--- config.mk ---
export PLATFORM = sky130hd
export DESIGN_NAME = freq_meter
export DESIGN_NICKNAME = d
export VERILOG_FILES = /design/src/rtl/freq_meter_pkg.sv /design/src/rtl/freq_meter_edge_sync.sv /design/src/rtl/freq_meter.sv
export SDC_FILE = /design/constraint.sdc
export NUM_CORES = 1
export LEC_CHECK = 0
export BUFFER_PORTS_ARGS = -buffer_cell sky130_fd_sc_hd__buf_2
export CAP_MARGIN = 40
export CORE_MARGIN = 4
export CORE_UTILIZATION = 44
export CTS_CLUSTER_DIAMETER = 60
export DETAILED_ROUTE_END_ITERATION = 8
export HOLD_SLACK_MARGIN = 0.06
export PLACE_DENSITY = 0.6
export SKIP_CTS_REPAIR_TIMING = 1
export SLEW_MARGIN = 5
export SYNTH_ARGS = -nofsm -noshare
export SYNTH_HDL_FRONTEND = slang
export SYNTH_SLANG_ARGS = --single-unit
--- constraint.sdc ---
create_clock -name clkin -period 7.1 [get_ports clkin]
set_input_delay 0.355 -clock clkin [delete_from_list [all_inputs] [get_ports clkin]]
set_output_delay 0.355 -clock clkin [all_outputs]
set_load 0.005 [all_outputs]
--- src/rtl/freq_meter_pkg.sv ---
// Shared types and defaults for the freq_meter block.
//   state_e  : measurement FSM states (IDLE, GATE, REPORT)
//   *_DEF    : default values for the top-level parameters
//   PERIOD_W : width of the optional period result (FREQ_METER_PERIOD_EN)
package freq_meter_pkg;

    localparam int unsigned GATE_CYCLES_DEF = 50_000_000;
    localparam int unsigned CNT_W_DEF       = 16;
    localparam int unsigned SYNC_STAGES_DEF = 2;
    localparam int unsigned PERIOD_W        = 32;

    typedef enum logic [1:0] {
        IDLE   = 2'd0,
        GATE   = 2'd1,
        REPORT = 2'd2
    } state_e;

endpackage : freq_meter_pkg

--- src/rtl/freq_meter_edge_sync.sv ---
// edge_sync: SYNC_STAGES-deep synchronizer followed by a one-flop rising-edge
// detector for an asynchronous input.
//   clkin : system clock
//   rst   : synchronous active-low reset
//   d     : asynchronous input
//   rise  : one-cycle pulse on a synchronized 0->1 of d
module edge_sync #(
    parameter int unsigned SYNC_STAGES = 2
) (
    input  logic clkin,
    input  logic rst,
    input  logic d,
    output logic rise
);

    logic [SYNC_STAGES-1:0] sync_q, sync_d;
    logic                   prev_q, prev_d;

    // Shift chain plus one history flop for the edge compare.
    always_comb begin
        sync_d = {sync_q[SYNC_STAGES-2:0], d};
        prev_d = sync_q[SYNC_STAGES-1];
    end

    always_ff @(posedge clkin) begin
        if (!rst) begin
            sync_q <= '0;
            prev_q <= 1'b0;
        end else begin
            sync_q <= sync_d;
            prev_q <= prev_d;
        end
    end

    // Decoded from flops only; the consumer samples it on the next edge.
    assign rise = sync_q[SYNC_STAGES-1] & ~prev_q;

endmodule : edge_sync

--- src/rtl/freq_meter.sv ---
// freq_meter: counts rising edges of sig_in over repeated GATE_CYCLES windows
// and reports each count through a valid/ack handshake.
//   clkin, rst      : clock, synchronous active-low reset
//   en              : run continuous windows while high
//   sig_in          : asynchronous signal under measurement
//   freq_out        : edge count of the last completed window
//   freq_valid      : unacknowledged result present; freq_ack accepts it
//   ovf             : count saturated in the reported window
//   overrun         : sticky, a result replaced an unacknowledged one
//   busy            : window in progress
//   period_out      : cycles between the last two edges of the reported
//                     window (only when FREQ_METER_PERIOD_EN is defined)
module freq_meter
    import freq_meter_pkg::*;
#(
    parameter int unsigned GATE_CYCLES = GATE_CYCLES_DEF,
    parameter int unsigned CNT_W       = CNT_W_DEF,
    parameter int unsigned SYNC_STAGES = SYNC_STAGES_DEF
) (
    input  logic             clkin,
    input  logic             rst,
    input  logic             en,
    input  logic             sig_in,
    output logic [CNT_W-1:0] freq_out,
    output logic             freq_valid,
    input  logic             freq_ack,
    output logic             ovf,
    output logic             overrun,
    output logic             busy
`ifdef FREQ_METER_PERIOD_EN
    ,
    output logic [PERIOD_W-1:0] period_out
`endif
);

    localparam int unsigned      GATE_W    = $clog2(GATE_CYCLES);
    localparam logic [GATE_W-1:0] GATE_LAST = GATE_W'(GATE_CYCLES - 1);
    localparam logic [CNT_W-1:0]  CNT_MAX   = '1;

    logic rise;

    state_e            state_q, state_d;
    logic [GATE_W-1:0] gate_q,  gate_d;
    logic [CNT_W-1:0]  edge_q,  edge_d;
    logic              sat_q,   sat_d;
    logic [CNT_W-1:0]  freq_q,  freq_d;
    logic              valid_q, valid_d;
    logic              ovf_q,   ovf_d;
    logic              overrun_q, overrun_d;
    logic              busy_q,  busy_d;
`ifdef FREQ_METER_PERIOD_EN
    logic [PERIOD_W-1:0] since_q,   since_d;
    logic [PERIOD_W-1:0] win_per_q, win_per_d;
    logic [PERIOD_W-1:0] per_q,     per_d;
`endif

    edge_sync #(
        .SYNC_STAGES(SYNC_STAGES)
    ) u_edge_sync (
        .clkin(clkin),
        .rst  (rst),
        .d    (sig_in),
        .rise (rise)
    );

    // Next-state and datapath.
    always_comb begin
        state_d   = state_q;
        gate_d    = gate_q;
        edge_d    = edge_q;
        sat_d     = sat_q;
        freq_d    = freq_q;
        valid_d   = valid_q;
        ovf_d     = ovf_q;
        overrun_d = overrun_q;
        busy_d    = busy_q;
`ifdef FREQ_METER_PERIOD_EN
        since_d   = since_q;
        win_per_d = win_per_q;
        per_d     = per_q;
        // Cycles since the most recent edge, saturating.
        if (rise) begin
            since_d = PERIOD_W'(1);
        end else if (since_q != '1) begin
            since_d = since_q + PERIOD_W'(1);
        end
`endif

        if (valid_q && freq_ack) begin
            valid_d = 1'b0;
        end

        case (state_q)
            IDLE: begin
                if (en) begin
                    state_d = GATE;
                    gate_d  = '0;
                    edge_d  = '0;
                    sat_d   = 1'b0;
`ifdef FREQ_METER_PERIOD_EN
                    win_per_d = '0;
`endif
                end
            end
            GATE: begin
                if (!en) begin
                    state_d = IDLE;
                end else begin
                    if (rise) begin
                        if (edge_q == CNT_MAX) begin
                            sat_d = 1'b1;
                        end else begin
                            edge_d = edge_q + CNT_W'(1);
                        end
`ifdef FREQ_METER_PERIOD_EN
                        if (edge_q != '0) begin
                            win_per_d = since_q;
                        end
`endif
                    end
                    if (gate_q == GATE_LAST) begin
                        state_d = REPORT;
                    end else begin
                        gate_d = gate_q + GATE_W'(1);
                    end
                end
            end
            REPORT: begin
                freq_d  = edge_q;
                ovf_d   = sat_q;
                valid_d = 1'b1;
                if (valid_q && !freq_ack) begin
                    overrun_d = 1'b1;
                end
                // An edge here opens the next window so none are lost.
                gate_d  = '0;
                edge_d  = CNT_W'(rise);
                sat_d   = 1'b0;
                state_d = en ? GATE : IDLE;
`ifdef FREQ_METER_PERIOD_EN
                per_d     = win_per_q;
                win_per_d = '0;
`endif
            end
            default: begin
                state_d = IDLE;
            end
        endcase

        busy_d = (state_d != IDLE);
    end

    always_ff @(posedge clkin) begin
        if (!rst) begin
            state_q   <= IDLE;
            gate_q    <= '0;
            edge_q    <= '0;
            sat_q     <= 1'b0;
            freq_q    <= '0;
            valid_q   <= 1'b0;
            ovf_q     <= 1'b0;
            overrun_q <= 1'b0;
            busy_q    <= 1'b0;
`ifdef FREQ_METER_PERIOD_EN
            since_q   <= '0;
            win_per_q <= '0;
            per_q     <= '0;
`endif
        end else begin
            state_q   <= state_d;
            gate_q    <= gate_d;
            edge_q    <= edge_d;
            sat_q     <= sat_d;
            freq_q    <= freq_d;
            valid_q   <= valid_d;
            ovf_q     <= ovf_d;
            overrun_q <= overrun_d;
            busy_q    <= busy_d;
`ifdef FREQ_METER_PERIOD_EN
            since_q   <= since_d;
            win_per_q <= win_per_d;
            per_q     <= per_d;
`endif
        end
    end

    assign freq_out   = freq_q;
    assign freq_valid = valid_q;
    assign ovf        = ovf_q;
    assign overrun    = overrun_q;
    assign busy       = busy_q;
`ifdef FREQ_METER_PERIOD_EN
    assign period_out = per_q;
`endif

endmodule : freq_meter

* Yosys cells after proc, flatten, opt, wreduce, memory -nomap -nowiden *
Cells that the tools add are included.

word-level totals
  RAM bits = 0
  word-level logic and storage cells = 57
  bits in latches = 0
  input port bits = 5
  flip-flop bits (word level) = 68
  memory bits (read-only) = 0
  memories = 0
  output and inout bits = 20

cells by class
  bitwise operators = 2
  divide/modulo/power cells = 0
  $mul = 0
  reductions and logical operators = 11
  shift operators = 0
  equality and inequality tests = 10
  mux-type cells = 21
  order comparisons = 0
  add/sub/neg operators = 2

operators with widths
  cell                                            number
  two-way mux 26 bit                              3
  one-hot mux 26 bit (3 select lines)             1
  two-way mux 16 bit                              4
  one-hot mux 16 bit (3 select lines)             1
  adder 26 x 1 -> 26 bit (second input constant)  1
  == test 26 bit (second input constant)          1
  adder 16 x 1 -> 16 bit (second input constant)  1
  == test 16 bit (second input constant)          1
  inequality test 2 bit (second input constant)   6
  AND reduction 5 bit                             2
  two-way mux 1 bit                               7
  two-way mux 2 bit                               3
  one-hot mux 2 bit (3 select lines)              1
  AND reduction 4 bit                             1
  nonzero test 2 bit                              2
  one-hot mux 1 bit (3 select lines)              1
  nonzero test 3 bit                              1
  == test 2 x 1 -> 1 bit (second input constant)  1
  == test 2 bit (second input constant)           1
  logical AND 1 bit                               2
  logical NOT 2 bit                               1
  AND reduction 2 bit                             1
  AND 1 bit                                       1
  logical NOT 1 bit                               1
  NOT 1 bit                                       1

* Logic depth before layout (Yosys ltp) *
  depth in word-level cells = 5
  mapped depth = 9
  depth with buffers taken out = 7

* By module *
A second synthesis with hierarchy kept.

second synthesis, totals
  cells, all modules = 370
  area, all modules = 3318.2 um^2

modules (own cells, without submodules)
  module      cells each  area each (um^2)  instances  seq. area each (um^2)
  freq_meter  363         3225.6            1          1301.2
  edge_sync   7           92.6              1          60.1

* Worst setup path before layout *
No wires, ideal clock.

  path kind = reg-to-reg
  start = reg state_q[0]
  end = reg gate_q[22]
  arrival time = 2.160 ns
  required time = 7.040 ns
  stages on the path, launching flop included = 9
  slack = 4.880 ns
  path buffers = 2
  clock period less this slack = 2.220 ns
  setup time = 0.060 ns
  path through = dfxtp_1 > inv_1 > ha_1 > buf_2 > o32ai_1 > clkbuf_1 > o21ai_1 > or4_1 > nand2_1

between the ends
  longest elaborated chain between the ends = 3
  elaborated cells on any way between the ends = 9
  those cells by class = eq/ne: 5; mux: 1; reduce/logical: 3

ends and longest elaborated chain
  what                                                                   RTL line           text
  start, declared                                                        freq_meter.sv:42   state_e state_q, state_d;
  start signal, assigned                                                 freq_meter.sv:170  state_q <= state_d;
  == test 2 x 1 -> 1 bit, or another cell as far along                   freq_meter.sv:93   case (state_q)
  inequality test 2 bit (no line) or nonzero test 3 bit (tied branches)  -
  AND reduction 4 bit (no line)                                          -
  end signal, assigned                                                   freq_meter.sv:171  gate_q <= gate_d;
  end, declared                                                          freq_meter.sv:43   logic [GATE_W-1:0] gate_q, gate_d;

Parallel ways exist; a longest one is shown, timed or not.
A chain may end at the register's enable or synchronous reset.

* Worst setup path in the final report *
  start = reg state_q[1]
  end = reg edge_q[11]

between the ends
  longest elaborated chain between the ends = 3
  elaborated cells on any way between the ends = 10
  those cells by class = eq/ne: 6; mux: 1; reduce/logical: 3

ends and longest elaborated chain
  what                                                                   RTL line           text
  == test 2 x 1 -> 1 bit, or another cell as far along                   freq_meter.sv:93
  inequality test 2 bit (no line) or nonzero test 3 bit (tied branches)  -
  AND reduction 5 bit (no line)                                          -
  end signal, assigned                                                   freq_meter.sv:172  edge_q <= edge_d;
  end, declared                                                          freq_meter.sv:44   logic [CNT_W-1:0] edge_q, edge_d;

Parallel ways exist; a longest one is shown, timed or not.

==> results by group <==
Route
  • DRT Pass-1 Iters: 4
  • Initial DRC Count: 110
  • Antenna Nets Post-Route: 0
  • Routed vias: 2758
  • Routed WL per cell: 14.2 um
  • Via density: 5.55
  • Drt drc: 0
  • Post-Route WL: around 7100 um

Worst setup path
  • Worst Path Required: between 7 and 8 ns
  • R2R Path Start: state_q[1]
  • Worst Path Max Fanout: 22
  • CP Cell Sequence: inv_1 > ha_1 > nand4b_1 > o21a_1 > a21o_1 > or4_1 > a21boi_0
  • CP Class: reg -> reg
  • FF-to-FF path depth: 7
  • Startpoint Class: register
  • R2R Path End: edge_q[11]
  • Slowest Stage Delay on Critical Path: 0.62 ns
  • Critical path arrival: 2.92 ns
  • Top delay family on crit path: simple AND/OR/NAND/NOR gates
  • R2R Setup Slk: 4.45 ns
  • CP Capture Type: register
  • Worst Path Buf+Inv: 1
  • Critical Path Slowest Stage Cell: ha_1

Finish
  • Fill cell count: 706
  • Share of layout cells above drive strength 1: 12.3%
  • Ant diodes: 0
  • Nets@finish: between 400 and 500
  • P&R area growth vs syn: 13.0%
  • Finished Layout Cells: just under 500

GRT
  • Pin count of the biggest net entering global routing: 43
  • Met1 Use GR: 19.9%
  • Layer with the highest usage: met2
  • Vias in the first global route: 2635
  • Initial antenna violation count: 0
  • Global-route wire length before repair: 12300 um
  • Grt met2 use: 30.7%
  • GR Util met3: 4.33%
  • GRT Residual Overflow: 0
  • Global-route usage over all layers: between 10% and 20%

Clock tree
  • Clock Path Buffers: 2
  • Clk_lat worst skew: 0.35 ns
  • Clk root buf: clkbuf_8
  • CTS tree: built
  • CTS buffer count: 9
  • Clk sink count: just under 70
  • H-tree levels: 3
  • Clk slew on worst S/H paths: 0.08 ns

Logic synthesis
  • Sequential area share after synthesis: 41.6%
  • Synthesized instance count: roughly 370
  • Top FF cell, synth: dfxtp_1
  • Synth async-reset ratio: 0%
  • Synth Register Bits: 68
  • Syn nets: about 380
  • Syn avg cell area: 8.82 sq um
  • Compound-gate portion of the synthesized area: 13.4%
  • YS warnings: 0
  • Post-Synth XOR/XNOR Area: under 10%
  • Adder-cell area share of the yosys netlist: under 10%
  • Post-synthesis mux area share: 7.03%
  • Largest family of logic cells by synthesized area: simple AND/OR/NAND/NOR gates
  • Post-Synth Simple-Gate Area: 28.9%
  • Cell variety after synth: 55
  • Post-Syn Area: 3270 sq um
  • Post-synth EDFFs: 0

Placement
  • # port buffers: 24
  • RePlAce Congestion: 0.804
  • Detailed Place HPWL: 4780 um
  • Post-Place Cells: 481
  • Setup WS pre-CTS: 4.49 ns

Floorplanning
  • Chip width: 94.3 um
  • DIE AREA: roughly 9000 sq um
  • Initial core utilization: 45.1%
  • Site Rows: 31
  • I/O pin count: 25
  • Core area: roughly 7300 sq um
  • Die Y-Extent: 94.3 um

Pwr
  • Pwr Total: 772 uW
  • Leak Pwr: roughly 1.3 nW
  • Max VDD drop: 136 uV
  • Pwr Density: 209 nW/um^2

Worst hold path
  • Hold Crit Start: sig_in
  • Worst Hold Depth: 2
  • HP Class: in -> reg
  • Worst Hold End: u_edge_sync.sync_q[0]

STA
  • Final setup viols: 0
  • Setup TNS: 0 ns
  • Worst Skew: about 0.0079 ns
  • Hold Slack: 0.210 ns
  • Tmin final: 2.65 ns
  • Tightest Pin Transition: 0.703 ns
  • Fin. max-slew vios: 0
  • PnR worst setup slack: 4.45 ns
  • Max-slew headroom: 53.1%
  • Final Hold Viols: 0
  • Post-route clock period utilization: 37.3%
  • RSZ-0062 raised after global routing: false
  • Max Fclk: 0.378 GHz

Status
  • Status: finished, final reports clean

Flow run
  • Max-Cap Viols: 0
-- through the flow --
step / util (%) / area, sq um
floorplan: - / 3270
global placement: 48.0 / 3480
detailed placement: 48.0 / 3480
CTS: 51.0 / 3700
global route: 51.0 / 3700
finish: 51.0 / 3700
-- worst max path at each step --
stage                             to  startpoint  slack [ns]  cells after the start
after floorplan           gate_q[22]  state_q[0]        4.88                      8
after global placement    edge_q[11]  state_q[1]        4.57                      7
after detailed placement   edge_q[7]  state_q[1]        4.49                      7
after CTS                 edge_q[11]  state_q[1]        4.49                      7
after global routing      gate_q[25]  state_q[1]        4.21                      9
final                     edge_q[11]  state_q[1]        4.45                      7
-- routing by layer --
layer  share of wire, %  routed length, um  vias to the layer above
li1                   -                  -                     1395
met1                 46               3280                     1320
met2                 49               3490                       32
met3                2.9                203                       11
met4                1.4                 97                        0
met5                  0                  0                        -
-- layout make-up --
| cell class | instances | area [sq um] | area share, % |
|---|---|---|---|
| clock buffer | 10 | 128 | 3.45 |
| clock inverter | 6 | 88.8 | 2.40 |
| inverter | 5 | 18.8 | 0.507 |
| multi-input combinational | 280 | 1820 | 49.2 |
| sequential | 68 | 1360 | 36.8 |
| tap | 99 | 124 | 3.35 |
| timing repair buffer | 29 | 158 | 4.26 |
-- synthesized netlist by cell type, types with 6 or more instances --
library cell  instances  area share (%)
a21boi_0              6             1.4
a21oi_1              14             2.1
and2_1                7             1.3
and3_1                7             1.3
clkbuf_1             15             1.7
dfxtp_1              68              42
ha_1                  6             2.3
mux2i_1              23             7.0
nand2_1              33             3.8
nand3_1              21             3.2
nand4_1              14             2.7
nor2_1               29             3.3
nor2b_1              19             3.6
nor3_1                6            0.92
o21ai_0              13             2.0
or4_1                 7             1.6
xor2_1               10             2.7
-- state kept, by name, indices dropped and copies added, names as in the netlist --
name,flops
u_edge_sync.prev_q,1
busy,1
freq_valid,1
state_q,2
edge_q,16
u_edge_sync.sync_q,2
ovf,1
overrun,1
sat_q,1
freq_out,16
gate_q,26
-- power by group --
part / switching [mW] / leakage [nW] / internal, mW
clock network: 0.153 / 0.102 / 0.198
registers: 0.00164 / 0.549 / 0.383
logic: 0.0253 / 0.660 / 0.0113
total: 0.180 / 1.31 / 0.592
-- logic make-up after synthesis --
kind of cell             count (synthesis)
adder cells (fa/ha/maj)                  6
AO/OA/AOI/OAI                           65
XOR/XNOR                                15
AND/OR/NAND/NOR                        171
multiplexers                            23
flip-flops                              68
buffers and inverters                   23
-- cell usage in the layout, fill, tap and decap left out, types with 4 or more instances in the layout --
cell type  count
nor2_1        29
nand3_1       21
a21boi_0       6
dfxtp_1       68
nand3b_1       4
buf_4          5
nand2_1       33
a21oi_1       14
or4_1          7
o21ai_0       13
and3_1         7
buf_2         24
mux2i_1       23
ha_1           6
nand4_1       14
clkbuf_8       9
xnor2_1        5
and4_1         5
inv_1          5
xor2_1        10
nor3_1         6
and2_1         7
nor2b_1       19
Power figures use the tool's default switching activity.
